## src/rtl/riscv_pkg.sv

```systemverilog
// Shared RV32 definitions for the fetch and decode stages: widths, opcodes,
// the fetch FSM encoding and the fetch FIFO entry layout.
package riscv_pkg;

  localparam int XLEN    = 32;
  localparam int INSTR_W = 32;

  localparam logic [6:0] OPC_OP     = 7'b0110011;
  localparam logic [6:0] OPC_OP_IMM = 7'b0010011;
  localparam logic [6:0] OPC_BRANCH = 7'b1100011;
  localparam logic [6:0] OPC_JAL    = 7'b1101111;
  localparam logic [6:0] OPC_STORE  = 7'b0100011;
  localparam logic [6:0] OPC_LUI    = 7'b0110111;

  typedef enum logic [1:0] {
    FS_BOOT  = 2'd0,
    FS_FETCH = 2'd1,
    FS_DRAIN = 2'd2
  } fetch_state_e;

  typedef struct packed {
    logic [XLEN-1:0]    pc;
    logic [INSTR_W-1:0] word;
  } fetch_entry_t;

  function automatic logic [XLEN-1:0] align_pc(input logic [XLEN-1:0] pc);
    return {pc[XLEN-1:2], 2'b00};
  endfunction

endpackage

```

## src/rtl/fetch_fifo.sv

```systemverilog
// DEPTH x W synchronous FIFO with flush; flush wins over push in the same cycle.
// Storage is reset so the head reads as zero out of reset.
module fetch_fifo #(
  parameter int DEPTH = 2,
  parameter int W     = 64,
  localparam int AW   = $clog2(DEPTH),
  localparam int CW   = AW + 1
) (
  input  logic          clk,
  input  logic          rst_n,
  input  logic          push_i,
  input  logic [W-1:0]  data_i,
  input  logic          pop_i,
  input  logic          flush_i,
  output logic [CW-1:0] count_o,
  output logic [W-1:0]  head_o,
  output logic          empty_o,
  output logic          full_o
);

  logic [W-1:0]  mem_q [DEPTH];
  logic [AW-1:0] wr_ptr_q, rd_ptr_q;
  logic [CW-1:0] count_q;
  logic          do_push, do_pop;

  assign empty_o = (count_q == '0);
  assign full_o  = (count_q == CW'(DEPTH));
  assign do_pop  = pop_i & ~empty_o;
  assign do_push = push_i & (~full_o | do_pop);
  assign count_o = count_q;
  assign head_o  = mem_q[rd_ptr_q];

  // DEPTH is a power of two, so the pointers wrap by plain overflow.
  always_ff @(posedge clk or negedge rst_n) begin
    if (!rst_n) begin
      wr_ptr_q <= '0;
      rd_ptr_q <= '0;
      count_q  <= '0;
      for (int i = 0; i < DEPTH; i++) mem_q[i] <= '0;
    end else if (flush_i) begin
      wr_ptr_q <= '0;
      rd_ptr_q <= '0;
      count_q  <= '0;
    end else begin
      if (do_push) begin
        mem_q[wr_ptr_q] <= data_i;
        wr_ptr_q        <= wr_ptr_q + AW'(1);
      end
      if (do_pop) rd_ptr_q <= rd_ptr_q + AW'(1);
      count_q <= count_q + CW'(do_push) - CW'(do_pop);
    end
  end

endmodule

```

## src/rtl/instr_fetch.sv

```systemverilog
// Instruction fetch stage: PC generation, credit-limited memory requests,
// in-order response buffering and redirect flush with stale-response discard.
module instr_fetch
  import riscv_pkg::*;
#(
  parameter logic [31:0] RESET_PC = 32'h0000_0000,
  parameter int          DEPTH    = 2
) (
  input  logic         clk,
  input  logic         rst_n,
  output logic         imem_req,
  output logic [31:0]  imem_addr,
  input  logic         imem_gnt,
  input  logic         imem_rvalid,
  input  logic [31:0]  imem_rdata,
  input  logic         redirect_valid,
  input  logic [31:0]  redirect_pc,
  output logic         instr_valid,
  output logic [31:0]  instr_word,
  output logic [31:0]  instr_pc,
  input  logic         instr_ready,
  output fetch_state_e dbg_state_o
);

  localparam int CW = $clog2(DEPTH) + 1;
  localparam logic [CW:0] DEPTH_W = (CW + 1)'(DEPTH);

  fetch_state_e  state_q, state_d;
  logic [31:0]   fetch_pc_q, fetch_pc_d;
  logic [31:0]   resp_pc_q, resp_pc_d;
  logic [CW-1:0] outst_q, outst_d;
  logic [CW-1:0] discard_q, discard_d;

  logic [CW-1:0] fifo_count;
  fetch_entry_t  fifo_head;
  logic          fifo_empty, fifo_full;
  logic          pop, push, grant, has_credit;

  // Handshakes: imem request completes on imem_req & imem_gnt; instruction
  // transfer completes on instr_valid & instr_ready; the payload of either
  // side is held stable while its valid is high and the transfer is pending.
  assign pop   = ~fifo_empty & instr_ready;
  assign grant = imem_req & imem_gnt;
  assign push  = imem_rvalid & (discard_q == '0) & ~redirect_valid;

  // A slot freed by this cycle's pop is credited immediately, which is what
  // lets a 1-cycle memory sustain one instruction per cycle at DEPTH=2.
  assign has_credit = ({1'b0, fifo_count} + {1'b0, outst_q})
                      < (DEPTH_W + {{CW{1'b0}}, pop});

  always_ff @(posedge clk or negedge rst_n) begin
    if (!rst_n) state_q <= FS_BOOT;
    else        state_q <= state_d;
  end

  always_comb begin
    state_d = state_q;
    case (state_q)
      FS_BOOT:  state_d = FS_FETCH;
      FS_FETCH: state_d = FS_FETCH;
      FS_DRAIN: if (discard_q == '0) state_d = FS_FETCH;
      default:  state_d = FS_BOOT;
    endcase
    if (redirect_valid)
      state_d = (state_q == FS_DRAIN || discard_d != '0) ? FS_DRAIN : FS_FETCH;
  end

  always_comb begin
    imem_req    = (state_q == FS_FETCH) & has_credit & ~redirect_valid;
    dbg_state_o = state_q;
  end

  always_comb begin
    fetch_pc_d = fetch_pc_q;
    resp_pc_d  = resp_pc_q;
    discard_d  = discard_q;
    outst_d    = outst_q + CW'(grant) - CW'(imem_rvalid);
    if (grant) fetch_pc_d = fetch_pc_q + 32'd4;
    if (push)  resp_pc_d  = resp_pc_q + 32'd4;
    if (imem_rvalid && discard_q != '0) discard_d = discard_q - CW'(1);
    // Everything still in flight after this cycle's response belongs to the old path.
    if (redirect_valid) begin
      fetch_pc_d = align_pc(redirect_pc);
      resp_pc_d  = align_pc(redirect_pc);
      discard_d  = outst_q - CW'(imem_rvalid);
    end
  end

  always_ff @(posedge clk or negedge rst_n) begin
    if (!rst_n) begin
      fetch_pc_q <= RESET_PC;
      resp_pc_q  <= RESET_PC;
      outst_q    <= '0;
      discard_q  <= '0;
    end else begin
      fetch_pc_q <= fetch_pc_d;
      resp_pc_q  <= resp_pc_d;
      outst_q    <= outst_d;
      discard_q  <= discard_d;
    end
  end

  fetch_fifo #(.DEPTH(DEPTH), .W($bits(fetch_entry_t))) u_fifo (
    .clk     (clk),
    .rst_n   (rst_n),
    .push_i  (push),
    .data_i  ({resp_pc_q, imem_rdata}),
    .pop_i   (pop),
    .flush_i (redirect_valid),
    .count_o (fifo_count),
    .head_o  (fifo_head),
    .empty_o (fifo_empty),
    .full_o  (fifo_full)
  );

  assign imem_addr   = fetch_pc_q;
  assign instr_valid = ~fifo_empty;
  assign instr_word  = fifo_head.word;
  assign instr_pc    = fifo_head.pc;

  a_no_overflow: assert property (@(posedge clk) disable iff (!rst_n)
    !(imem_rvalid && fifo_full));

endmodule

```

## config.mk

```make
export PLATFORM = sky130hd
export DESIGN_NAME = instr_fetch
export DESIGN_NICKNAME = d
export VERILOG_FILES = /design/src/rtl/riscv_pkg.sv /design/src/rtl/fetch_fifo.sv /design/src/rtl/instr_fetch.sv
export SDC_FILE = /design/constraint.sdc
export NUM_CORES = 1
export LEC_CHECK = 0
export BUFFER_PORTS_ARGS = -buffer_cell sky130_fd_sc_hd__buf_2
export CORE_AREA = 5 5 136 138
export DETAILED_ROUTE_END_ITERATION = 16
export DIE_AREA = 0 0 141 143
export GPL_ROUTABILITY_DRIVEN = 0
export GPL_TIMING_DRIVEN = 0
export PLACE_DENSITY = 0.79
export SYNTH_ARGS = -nofsm -noshare
export SYNTH_HDL_FRONTEND = slang
export SYNTH_SLANG_ARGS = --single-unit
export TNS_END_PERCENT = 1
```

## constraint.sdc

```tcl
create_clock -name clk -period 2.99 [get_ports clk]
set_input_delay 0.299 -clock clk [delete_from_list [all_inputs] [get_ports clk]]
set_output_delay 0.299 -clock clk [all_outputs]
set_load 0.005 [all_outputs]
```

# Word-level counts from Yosys, hierarchy flattened
# Cells that the tools add are included.
[word_totals] regBits=202 input_bits=70 out_inout_bits=100 wordCells=79
[classes] addsub=12 n_lt_le_gt_ge=4 eq_ne=4 mux=21 bitwise=14 n_reduce_logical=14
[op_table] op="$mux 64" n=4
[op_table] op="$bwmux 128" n=1
[op_table] op="$mux 32" n=4
[op_table] op="$add 32x3->32 const B" n=2
[op_table] op="$demux 64 s1" n=1
[op_table] op="$mux 2" n=6
[op_table] op="$reduce_bool 2->1" n=6
[op_table] op="$and 1x1->1" n=8
[op_table] op="$logic_not 2->1" n=3
[op_table] op="$sub 2x1->2" n=3
[op_table] op="$add 2x1->2" n=2
[op_table] op="$eq 2x2->1 const B" n=2
[op_table] op="$ge 2x2->1 const B" n=2
[op_table] op="$mux 1" n=4
[op_table] op="$not 1->2" n=2
[op_table] op="$pmux 2 s2" n=1
[op_table] op="$add 2x1->3 const A" n=1
[op_table] op="$add 2x2->3" n=1
[op_table] op="$lt 3x3->1" n=1
[op_table] op="$ne 3x3->1 const B" n=1
[op_table] op="$not 1->1" n=3
[op_table] op="$add 1x1->1 const B" n=2
[op_table] op="$eq 2x1->1 const B" n=1
[op_table] op="$logic_and 1x1->1" n=2
[op_table] op="6 further kinds" n=6

# Logic depth before layout (Yosys ltp)
[depth] word_depth=10 depth_mapped=10 mapped_depth_nobuf=10

# Cells and area by module
# Synthesis repeated with hierarchy kept, for this count alone.
[unflattened] cells_unflattened=763 area_unflattened_um2=9806.9
[modules_own_cells] mod="fetch_fifo" n_inst=1 cells_per_inst=365 area_per_inst_um2=5979.5 seq_area_each_um2=3303.2
[modules_own_cells] mod="instr_fetch" n_inst=1 cells_per_inst=398 area_per_inst_um2=3827.4 seq_area_each_um2=1651.6

# Worst setup path before layout
# No wires, ideal clock.
[synth_timing] path_type="register to register" startpoint="reg u_fifo.count_q[0], in the netlist u_fifo.count_o[0]" endpoint="reg outst_q[1]" setup_ns=0.123 t_arrival_ns=2.374 required_ns=2.867 path_slack_ns=0.494 path_stages_with_launch=11 n_path_buf=1 period_less_slack_ns=2.496 cell_sequence="dfrtp_1 > ha_1 > fa_1 > o21ai_2 > clkbuf_1 > nand2_1 > ha_1 > inv_1 > ha_1 > xnor2_1 > xnor2_1"
[synth_between] elab_chain_len=10 elab_cells_between_ends=11 cone_classes="add/sub: 4; order compare: 1; bitwise: 5; reduce/logical: 1"
[synth_rtl] element="start: declaration" line="fetch_fifo.sv:23" source="logic [CW-1:0] count_q;"
[synth_rtl] element="start signal: assignment" line="fetch_fifo.sv:50" source="count_q <= count_q + CW'(do_push) - CW'(do_pop);"
[synth_rtl] element="$logic_not 2->1" line="fetch_fifo.sv:26" source="assign empty_o = (count_q == '0);"
[synth_rtl] element="$not 1->1" line="instr_fetch.sv:42" source="assign pop = ~fifo_empty & instr_ready;"
[synth_rtl] element="$and 1x1->1" line="instr_fetch.sv:42"
[synth_rtl] element="$add 2x1->3" line="instr_fetch.sv:49" source="< (DEPTH_W + {{CW{1'b0}}, pop});"
[synth_rtl] element="$lt 3x3->1 (*)" line="instr_fetch.sv:49"
[synth_rtl] element="$and 1x1->1 (*) (2 in a row)" line="instr_fetch.sv:69" source="imem_req = (state_q == FS_FETCH) & has_credit & ~redirect_valid;"
[synth_rtl] element="$and 1x1->1 (*)" line="instr_fetch.sv:43" source="assign grant = imem_req & imem_gnt;"
[synth_rtl] element="$add 2x1->2 (*)" line="instr_fetch.sv:77" source="outst_d = outst_q + CW'(grant) - CW'(imem_rvalid);"
[synth_rtl] element="$sub 2x1->2 (*)" line="instr_fetch.sv:77"
[synth_rtl] element="named net outst_d[1]" line="instr_fetch.sv:31" source="logic [CW-1:0] outst_q, outst_d;"
[synth_rtl] element="end signal: assignment" line="instr_fetch.sv:98" source="outst_q <= outst_d;"
[synth_rtl] element="end: declaration" line="instr_fetch.sv:31"
# The timed path passes the listed nets; every way through them passes the cells marked *.
# A chain may end at the register's enable or synchronous reset.

# Worst setup path in the final report
[layout_timing] startpoint="reg u_fifo.count_q[0], in the netlist u_fifo.count_o[0]" endpoint="out imem_req"
[layout_between] elab_chain_len=7 elab_cells_between_ends=8 cone_classes="add/sub: 2; order compare: 1; bitwise: 4; reduce/logical: 1"
[layout_rtl] element="$logic_not 2->1" line="fetch_fifo.sv:26"
[layout_rtl] element="$not 1->1" line="instr_fetch.sv:42"
[layout_rtl] element="$and 1x1->1" line="instr_fetch.sv:42"
[layout_rtl] element="$add 2x1->3" line="instr_fetch.sv:49"
[layout_rtl] element="$lt 3x3->1 (*)" line="instr_fetch.sv:49"
[layout_rtl] element="$and 1x1->1 (*) (2 in a row)" line="instr_fetch.sv:69"
[layout_rtl] element="end: declaration" line="instr_fetch.sv:11" source="output logic imem_req,"
# Every way passes the cells marked *; elsewhere a longest branch is shown, timed or not.

==> results.sh <==
export IMPL_hold_viol_final=0
export IMPL_tns_ps=0
export IMPL_finalMaxSlewViolations=0
export IMPL_drt_pass1_iter_count=5
export IMPL_start_util=0.550
export IMPL_synth_cells=732
export IMPL_clk_latency_ps=430
export IMPL_cp_required_ps=2690
export IMPL_chipHeight_um=143
export IMPL_worstPathMaxFanout=10
export IMPL_status="complete, no violations"
export IMPL_syn2layout_area_growth_pct=18.7
export IMPL_ioPinCount=170
export IMPL_whs_ps=101
export IMPL_cts_tree="done"
export IMPL_core_area_um2=17100
export IMPL_drcViolationCount=0
export IMPL_netlist_area_um2=9370
export IMPL_end_kind="output port"
export IMPL_r2r_slack_ps=210
export IMPL_antenna_found_initial=0
export IMPL_maxCapViolCount=0
export IMPL_final_cell_mix="dfrtp_1, mux2_2, buf_2, nand2_1, xnor2_1"
export IMPL_die_area_um2=20200
export IMPL_post_route_cells_drive_above_1_share=0.445
export IMPL_min_path_type="input port to flip-flop"
export IMPL_cts_setup_buffers=0
export IMPL_criticalPathCategory="flip-flop to output port"
export IMPL_fin_nets=999
export IMPL_cellLeakagePower_uw=0.00511
export IMPL_yosys_warnings=0
export IMPL_start_kind="flip-flop"
export IMPL_setup_viol=0
export IMPL_cts_sinks=194
export IMPL_htreeDepth=4
export IMPL_fmax_ghz=0.351
export IMPL_ys_ff_latch=194
export IMPL_arrival_ps=2550
export IMPL_rsz0062_at_grt="no"
export IMPL_vias_per_cell=5.64
export IMPL_drt_iter0_markers=351
export IMPL_power_per_cell_area_nw_per_um2=859
export IMPL_dp_hpwl_mm=15.4
export IMPL_routed_wl_mm=21.3
export IMPL_die_width_um=141
export IMPL_cts_buffers=17
export IMPL_finClkSkew_ps=8.24
export IMPL_cts_root_buf="clkbuf_16"
export IMPL_dr_total_vias=6504
export IMPL_clk_pin_slew_worst_paths_ps=60
export IMPL_final_common_cell="dfrtp_1"
export IMPL_ant_nets=0
export IMPL_timing_final_crit_share=0.954
export IMPL_clockBufferDepth=2
export IMPL_period_needed_ps=2850
export IMPL_grt_pass1_vias=6796
export IMPL_relSlewSlack=0.516
export IMPL_ys_seq_area_frac=0.518
export IMPL_overflow=0
export IMPL_fillers=1304
export IMPL_irDropWorstVdd_mv=0.504
export IMPL_tightest_slew_ps=727
export IMPL_grt_max_degree=110
export IMPL_grt_usage=0.219
export IMPL_synth_distinct_cells=52
export IMPL_grt_pass1_wl_mm=35.1
export IMPL_wl_per_cell_um=18.4
export IMPL_postSynthAreaPerCell_um2=12.8
export IMPL_rows=48
export IMPL_io_buffers=163
export IMPL_diodes=0
==> kinds of logic after synthesis <==
family,synth area share
muxes,0.261
buffers and inverters,0.0270
AOI/OAI and AO/OA,0.0348
other,0.000400
DFF,0.518
and+or+nand+nor,0.0985
adders and majority gates,0.0141
xor gates and xnor gates,0.0458
==> flip-flops by register name, summed over array words and instances (netlist names) <==
signal           cells
discard_q            2
u_fifo.rd_ptr_q      1
imem_addr           30
u_fifo.mem_q       124
u_fifo.wr_ptr_q      1
resp_pc_q           30
dbg_state_o          2
outst_q              2
u_fifo.count_o       2
==> layout make-up <==
cell class	instances	area, um^2	area share
Clock buffer	20	467	0.0419
Multi-Input combinational cell	487	4280	0.384
Buffer	38	194	0.0174
Sequential cell	194	4850	0.436
Tap cell	225	282	0.0253
Inverter	16	60.1	0.00540
Timing Repair Buffer	165	863	0.0776
Clock inverter	9	131	0.0118
==> report_power, final <==
part	leakage, uW	switching (uW)	total, uW	internal (uW)
registers	0.00239	560	4110	3550
logic	0.00243	1350	3140	1790
clock network	0.000286	952	2320	1370
total	0.00511	2860	9560	6710
==> critical path: stages (launching register included) <==
cell and delay [ps]:
dfrtp_1 430, ha_1 210, fa_1 450, o21ai_2 230, clkbuf_2 320, nor4b_1 310
buf_2 180
==> routing by layer <==
metal  up-vias  part of all wire  global-route usage
met5         -                 0                   0
met4         0             0.021              0.0775
met3        37             0.069              0.0476
met2       248              0.46               0.346
met1      3220              0.45               0.301
li1       2999                 -                   -
==> synthesized netlist by cell type (all sizes together) <==
cell type	n	area [um^2]
a21boi	1	7.51
a21oi	7	35.0
a31o	1	8.76
a31oi	6	37.5
and2	3	18.8
and3	10	62.6
and4	6	52.6
buf	26	148
clkbuf	12	45.0
clkinv	1	3.75
conb	1	3.75
dfrtp	194	4850
fa	1	20.0
ha	9	113
inv	15	56.3
mux2	215	2420
mux2i	3	30.0
nand2	35	131
nand2b	3	26.3
nand3	24	120
nand4	18	125
nand4b	2	17.5
nor2	17	63.8
nor2b	2	12.5
nor3	11	66.3
nor3b	2	20.0
nor4	11	126
nor4b	2	23.8
o211a	1	10.0
o211ai	10	75.1
o21a	1	7.51
o21ai	19	98.9
o221a	1	11.3
o2bb2ai	1	8.76
o311ai	3	26.3
or2	3	18.8
or3	6	37.5
xnor2	32	280
xor2	17	149
==> final timing paths <==
path / startpoint / depth (start not counted) / end
min reg2reg: u_fifo.mem_q[31]$_DFFE_PN0P_ / 1 / u_fifo.mem_q[31]$_DFFE_PN0P_
max: u_fifo.count_o[0]$_DFF_PN0_ / 6 / imem_req
min in group asynchronous: rst_n / 2 / u_fifo.mem_q[29]$_DFFE_PN0P_
max in group asynchronous: rst_n / 3 / resp_pc_q[10]$_DFFE_PN0N_
min: imem_rdata[7] / 2 / u_fifo.mem_q[7]$_DFFE_PN0P_
max reg2reg: u_fifo.count_o[0]$_DFF_PN0_ / 7 / imem_addr[23]$_DFFE_PN0P_
==> through the flow <==
| step | power, uW | util | cells | instance area [um^2] | setup slack, ps |
|---|---|---|---|---|---|
| floorplan | 6050 | - | 735 | 9390 | 494 |
| global placement | 7180 | 0.615 | 1123 | 10500 | -1560 |
| detailed placement | 7310 | 0.617 | 1124 | 10500 | 178 |
| CTS | 9650 | 0.652 | 1154 | 11100 | 43.5 |
| global route | 10200 | 0.653 | 1154 | 11100 | 26.6 |
| finish | 9560 | 0.653 | 1154 | 11100 | 138 |
==> what timing repair did <==
item / 4_1_cts / 5_1_grt
hold buffers: 1 / 0
hold endpoints to repair: 85 / 0
resized for setup: 0 / 2
setup endpoints to repair: 0 / 2
Power figures use the tool's default switching activity.
